[config.mk]
export PLATFORM = sky130hd
export DESIGN_NAME = shift_result_buffer
export DESIGN_NICKNAME = d
export VERILOG_FILES = /design/src/rtl/shift_buf_pkg.sv /design/src/rtl/shift_buf_mem.sv /design/src/rtl/shift_result_buffer.sv
export SDC_FILE = /design/constraint.sdc
export NUM_CORES = 1
export LEC_CHECK = 0
export ABC_AREA = 1
export CORE_AREA = 2 2 102 124
export CTS_BUF_LIST = sky130_fd_sc_hd__clkbuf_8
export CTS_CLUSTER_DIAMETER = 80
export CTS_CLUSTER_SIZE = 14
export DETAILED_ROUTE_END_ITERATION = 7
export DIE_AREA = 0 0 104 126
export PLACE_DENSITY = 0.48
export SETUP_SLACK_MARGIN = 0.02
export SYNTH_ARGS = -nofsm -noshare
export SYNTH_HDL_FRONTEND = slang
export SYNTH_SLANG_ARGS = --single-unit
[constraint.sdc]
create_clock -name clk -period 1.7 [get_ports clk]
set_input_delay 0.255 -clock clk [delete_from_list [all_inputs] [get_ports clk]]
set_output_delay 0.255 -clock clk [all_outputs]
set_load 0.02 [all_outputs]
[src/rtl/shift_buf_pkg.sv]
// Shared defaults and entry layout for the shifter result buffer.
// An entry is packed as {ov, zero, data}, with data in the low WIDTH bits.
package shift_buf_pkg;

  localparam int WIDTH_DEF = 16;
  localparam int DEPTH_DEF = 4;
  localparam int PTR_W_DEF = $clog2(DEPTH_DEF);
  localparam int CNT_W_DEF = PTR_W_DEF + 1;

  function automatic int ptr_w(input int depth);
    return $clog2(depth);
  endfunction

  function automatic int cnt_w(input int depth);
    return $clog2(depth) + 1;
  endfunction

  function automatic int entry_w(input int width);
    return width + 2;
  endfunction

  function automatic int ov_bit(input int width);
    return width + 1;
  endfunction

  function automatic int zero_bit(input int width);
    return width;
  endfunction

endpackage

[src/rtl/shift_buf_mem.sv]
// Entry storage for the result buffer: one synchronous write port and one
// asynchronous read port. Contents are not reset; the control logic masks them.
module shift_buf_mem #(
  parameter int EW    = 18,
  parameter int DEPTH = 4,
  parameter int AW    = 2
) (
  input  logic          clk,
  input  logic          we,
  input  logic [AW-1:0] waddr,
  input  logic [EW-1:0] wdata,
  input  logic [AW-1:0] raddr,
  output logic [EW-1:0] rdata
);

  logic [EW-1:0] mem [DEPTH];

  always_ff @(posedge clk) begin
    if (we) mem[waddr] <= wdata;
  end

  assign rdata = mem[raddr];

endmodule

[src/rtl/shift_result_buffer.sv]
// In-order FIFO for arithmetic shifter results, tagging each entry with its
// overflow and zero flags and keeping a sticky overflow indicator.
module shift_result_buffer
  import shift_buf_pkg::*;
#(
  parameter int WIDTH = WIDTH_DEF,
  parameter int DEPTH = DEPTH_DEF
) (
  input  logic                      clk,
  input  logic                      reset,
  input  logic                      in_valid,
  output logic                      in_ready,
  input  logic [WIDTH-1:0]          in,
  input  logic                      ov,
  output logic                      out_valid,
  input  logic                      out_ready,
  output logic [WIDTH-1:0]          out,
  output logic                      out_ov,
  output logic                      out_zero,
  output logic                      out_neg,
  output logic                      sticky_ov,
  input  logic                      clr_sticky,
  output logic [cnt_w(DEPTH)-1:0]   count
);

  localparam int PW = ptr_w(DEPTH);
  localparam int CW = cnt_w(DEPTH);
  localparam int EW = entry_w(WIDTH);
  localparam int OVB = ov_bit(WIDTH);
  localparam int ZB = zero_bit(WIDTH);

  logic [PW-1:0] wr_ptr;
  logic [PW-1:0] rd_ptr;
  logic          push;
  logic          pop;
  logic [EW-1:0] wdata;
  logic [EW-1:0] rdata;

  // Readiness depends only on stored state, never on out_ready.
  assign in_ready  = (count != CW'(DEPTH));
  assign out_valid = (count != '0);
  assign push      = in_valid & in_ready;
  assign pop       = out_valid & out_ready;

  assign wdata = {ov, (in == '0), in};

  shift_buf_mem #(
    .EW    (EW),
    .DEPTH (DEPTH),
    .AW    (PW)
  ) u_mem (
    .clk   (clk),
    .we    (push & ~reset),
    .waddr (wr_ptr),
    .wdata (wdata),
    .raddr (rd_ptr),
    .rdata (rdata)
  );

  always_ff @(posedge clk) begin
    if (reset) begin
      wr_ptr    <= '0;
      rd_ptr    <= '0;
      count     <= '0;
      sticky_ov <= 1'b0;
    end else begin
      if (push) wr_ptr <= wr_ptr + PW'(1);
      if (pop)  rd_ptr <= rd_ptr + PW'(1);
      case ({push, pop})
        2'b10:   count <= count + CW'(1);
        2'b01:   count <= count - CW'(1);
        default: count <= count;
      endcase
      // A new overflow wins over a clear in the same cycle.
      sticky_ov <= (sticky_ov & ~clr_sticky) | (push & ov);
    end
  end

  // Stale storage never leaks out when the buffer is empty.
  assign out      = out_valid ? rdata[WIDTH-1:0] : '0;
  assign out_ov   = out_valid & rdata[OVB];
  assign out_zero = out_valid & rdata[ZB];
  assign out_neg  = out_valid & rdata[WIDTH-1];

endmodule

==> run summary <==
The power density over the cells came out at 1460 nW/um^2. The final hold violation count is 0. Wires add up to 7560 um. The total clock sinks came out at 82. A synthesized cell averages 11.1 um^2. The number of distinct standard cells referenced by the synthesized netlist came out at 24.

Setup repair after global routing could not meet its margin everywhere. During synthesis, Yosys emitted a total of 0 warnings. The post-CTS clock slew at the launch and capture registers of the worst setup and hold paths came out at 0.08 ns.

The number of global-route vias before repair came out at 2,403. Detailed placement finished with a half-perimeter wire length of 4900 um. The reported max-cap violation count came out at 0. The number of pins exceeding their max-slew limit in the final report is 0.

Headroom to the max-slew limit came out at 0.824. Dividing the final minimum period by the clock period gives 1.04. Before CTS, the worst setup slack after placement is -0.204 ns. The share of total power dissipated in combinational logic is 0.464.

The worst-case clock buffer depth is 2. The mux contribution to synthesized area came out at 0. The effective utilization at floorplan is 0.295. The I/O pin count came out at 47. The post-route minimum period came out at 1.77 ns. The post-route cell area is 4760 um^2. The number of CTS-inserted buffers came out at 9. The net count of the finished layout came out at 418. The global-route wire length before repair is 12,000 um.

Data on the critical path arrives at its endpoint at 1.51 ns. The portion of total power attributed to the clock network came out at 0.186. The class of the worst hold path is input port to flop.

The number of antenna violations at the first check in global routing is 0. After synthesis, the largest family of logic cells by area is simple AND/OR/NAND/NOR gates. The share of the synthesized netlist area taken by xor and xnor gates is 0. The maximum number of pins on one net before global-route repair is 23. The switching component of the power is 2.44 mW. Of the total synthesized cell area, the portion taken by full adders, half adders and majority gates is 0.0236. After technology mapping, the gate count stands at 315.

The routed layout has 2,367 vias. The type of destination of the critical path is an output pin. The share of synthesized area in the top cell type comes to 0.617. Clock latency on the worst-skew pair, taken at its later pin, is 0.35 ns.

The run finished, with violations left. The cell type contributing the most total cell area after synthesis is edfxtp_1. The area of the mapped netlist came out at 3500 um^2. The detailed-route wire length per cell came out at 13.6 um. The number of antenna diodes is 0. The number of buffer cells added on primary ports came out at 46. The DRC violation total after the first TritonRoute iteration came out at 84. STA puts the critical path data required time at 1.44 ns. The worst-case IR drop observed on VDD is 0.673 mV. Compared with the post-synthesis result, the final layout area differs by 35.8%. Global routing finished with a remaining overflow of 0.

The maximum achievable frequency came out at 566 MHz. The clock tree synthesis step divided the H-tree into 3 levels. The worst setup path category is flop to output pin.

The floorplan row count came out at 44. The tightest hold path in the finished design has a slack of 0.467 ns. TritonCTS built the clock tree.

In this run the worst path has a maximum fanout of 14. Yosys attributes the largest share of cell area to edfxtp_1 62%, nand2_1 8.4%, nor2_1 6.0%, dfxtp_1 5.7%, a21oi_1 3.3%. Of the total synthesized cell area, the portion taken by AND, OR, NAND and NOR gates is 0.175. The number of search-and-repair iterations in the first detailed-routing pass came out at 4. Of the total power, the share spent switching nets is 0.351. The checks that failed: setup timing. For this run, the total global-route usage over all layers was measured as 0.118. The number of nets with antenna violations after detailed routing came out at 0.

The post-detailed-route DRC marker count came out at 0. The final setup violation count came out at 18. Once routing completed, OpenROAD measured the worst setup slack at -0.0668 ns. The final-layout fill cell count is 1,164. The die width came out at 104 um. The complex-gate fraction of the synthesized area was 0.0653.

The routability-driven placement congestion ratio is 0.739. The internal power consumption is 4.51 mW. The synthesized design contains 82 register bits. The post-placement cell area came out at 4450 um^2. The clock skew came out at 0.00929 ns. The post-synthesis net count came out at 343. The post-detailed-route via-to-cell ratio came out at 4.26.

The slew at the pin with the worst max-slew slack came out at 0.264 ns. The worst setup path is launched from a flop. The sequential fraction of design power came out at 0.350. The sequential fraction of the synthesis area is 0.674.

The core box area is 11,900 um^2. The cell sitting at the root of the clock tree is a clkbuf_8. The vertical die dimension came out at 126 um. The sum of internal, switching and leakage power came out at 6.96 mW.

The share of layout cells above drive strength 1 is 0.273. The static power due to leakage came out at 1.84 nW. The area of the die is 13,100 um^2.
sequential cells by signal, summed over array words and instances, names as in the netlist, named ones only:
signal,flops
wr_ptr,2
rd_ptr,2
sticky_ov,1
u_mem.mem,72
count,3
cells in the final DEF (no fill, tap or decap), drive strengths merged:
cell	synthesis	layout
nand3	6	6
dfxtp	10	10
nand3b	1	1
nor2	56	56
dlymetal6s2s	0	1
buf	12	47
inv	18	20
dlygate4sd2	0	2
nand2	84	84
nand4	4	4
clkdlybuf4s50	0	23
ha	5	5
o21ai	21	21
clkinv	1	5
edfxtp	72	72
bufinv	0	1
clkbuf	0	11
clkdlybuf4s15	0	1
a21oi	24	24
fa	1	1
routing by layer:
metal,GRT usage,vias up,part of all wire
li1,-,1212,-
met1,0.142,1101,0.45
met2,0.202,44,0.50
met3,0.0378,10,0.040
met4,0.0405,0,0.012
met5,0,-,0
power groups by stage:
stage	combinational, mW	sequential [mW]	clock [mW]
floorplan	1.56	2.51	0
global placement	3.03	2.47	0
detailed placement	3.03	2.48	0
CTS	3.01	2.43	1.34
global route	3.49	2.45	1.42
finish	3.23	2.44	1.30
final timing paths:
path              startpoint         to  slack (ns)  cells after the start
setup / recovery        flop     out[2]       -0.07                      7
hold / removal    clr_sticky  sticky_ov        0.47                      2
setup reg to reg    count[2]   count[2]        0.08                     12
hold reg to reg    sticky_ov  sticky_ov        0.48                      2
cell usage after synthesis:
| master | instances |
|---|---|
| nand3_1 | 4 |
| dfxtp_1 | 10 |
| buf_2 | 1 |
| a21oi_1 | 23 |
| o21ai_0 | 13 |
| clkinv_1 | 1 |
| nor2_1 | 56 |
| buf_12 | 2 |
| nand2_1 | 78 |
| nand3_2 | 2 |
| nand3b_1 | 1 |
| inv_2 | 3 |
| buf_8 | 1 |
| nand4_1 | 4 |
| ha_1 | 5 |
| buf_4 | 3 |
| fa_1 | 1 |
| o21ai_1 | 8 |
| nand2_2 | 6 |
| edfxtp_1 | 72 |
| inv_1 | 14 |
| buf_6 | 5 |
| inv_8 | 1 |
| a21oi_2 | 1 |
cell type report:
class                   count  area [um^2]  area share
flip-flops and latches     82         2370       0.499
multi-input cells         202         1020       0.214
repair buffers             76          887       0.186
well taps                 161          201      0.0423
clock buffers               9          124      0.0260
inverters                  19         98.8      0.0208
clock inverters             7         52.6      0.0110
kinds of logic after synthesis:
| family | Yosys count |
|---|---|
| AOI/OAI and AO/OA | 45 |
| adders and majority gates | 6 |
| buffers and inverters | 31 |
| DFF | 82 |
| and+or+nand+nor | 151 |
per-stage QoR:
step	util	std cells	TNS (ns)
after floorplan	-	315	-4.82
after global placement	0.374	537	-2.93
after detailed placement	0.374	537	-3.30
after CTS	0.389	553	-1.06
after global routing	0.400	556	-2.53
final	0.400	556	-0.612
what timing repair did:
item | CTS | global route
pin swaps | 4 | 5
endpoints found under the hold margin | 0 | 0
hold buffers | 0 | 0
endpoints found under the setup margin | 22 | 95
setup buffers | 0 | 1
gates cloned | 0 | 2
gates resized for setup | 118 | 27
critical path, cell delays in order (launching register included):
cell and delay [ns]:
dfxtp_2 0.34, buf_12 0.15, buf_12 0.14, nor2_1 0.05, nor2_1 0.08, o21ai_0 0.10, a21oi_2 0.15, buf_6 0.13
(Power assumes the default switching activity.)
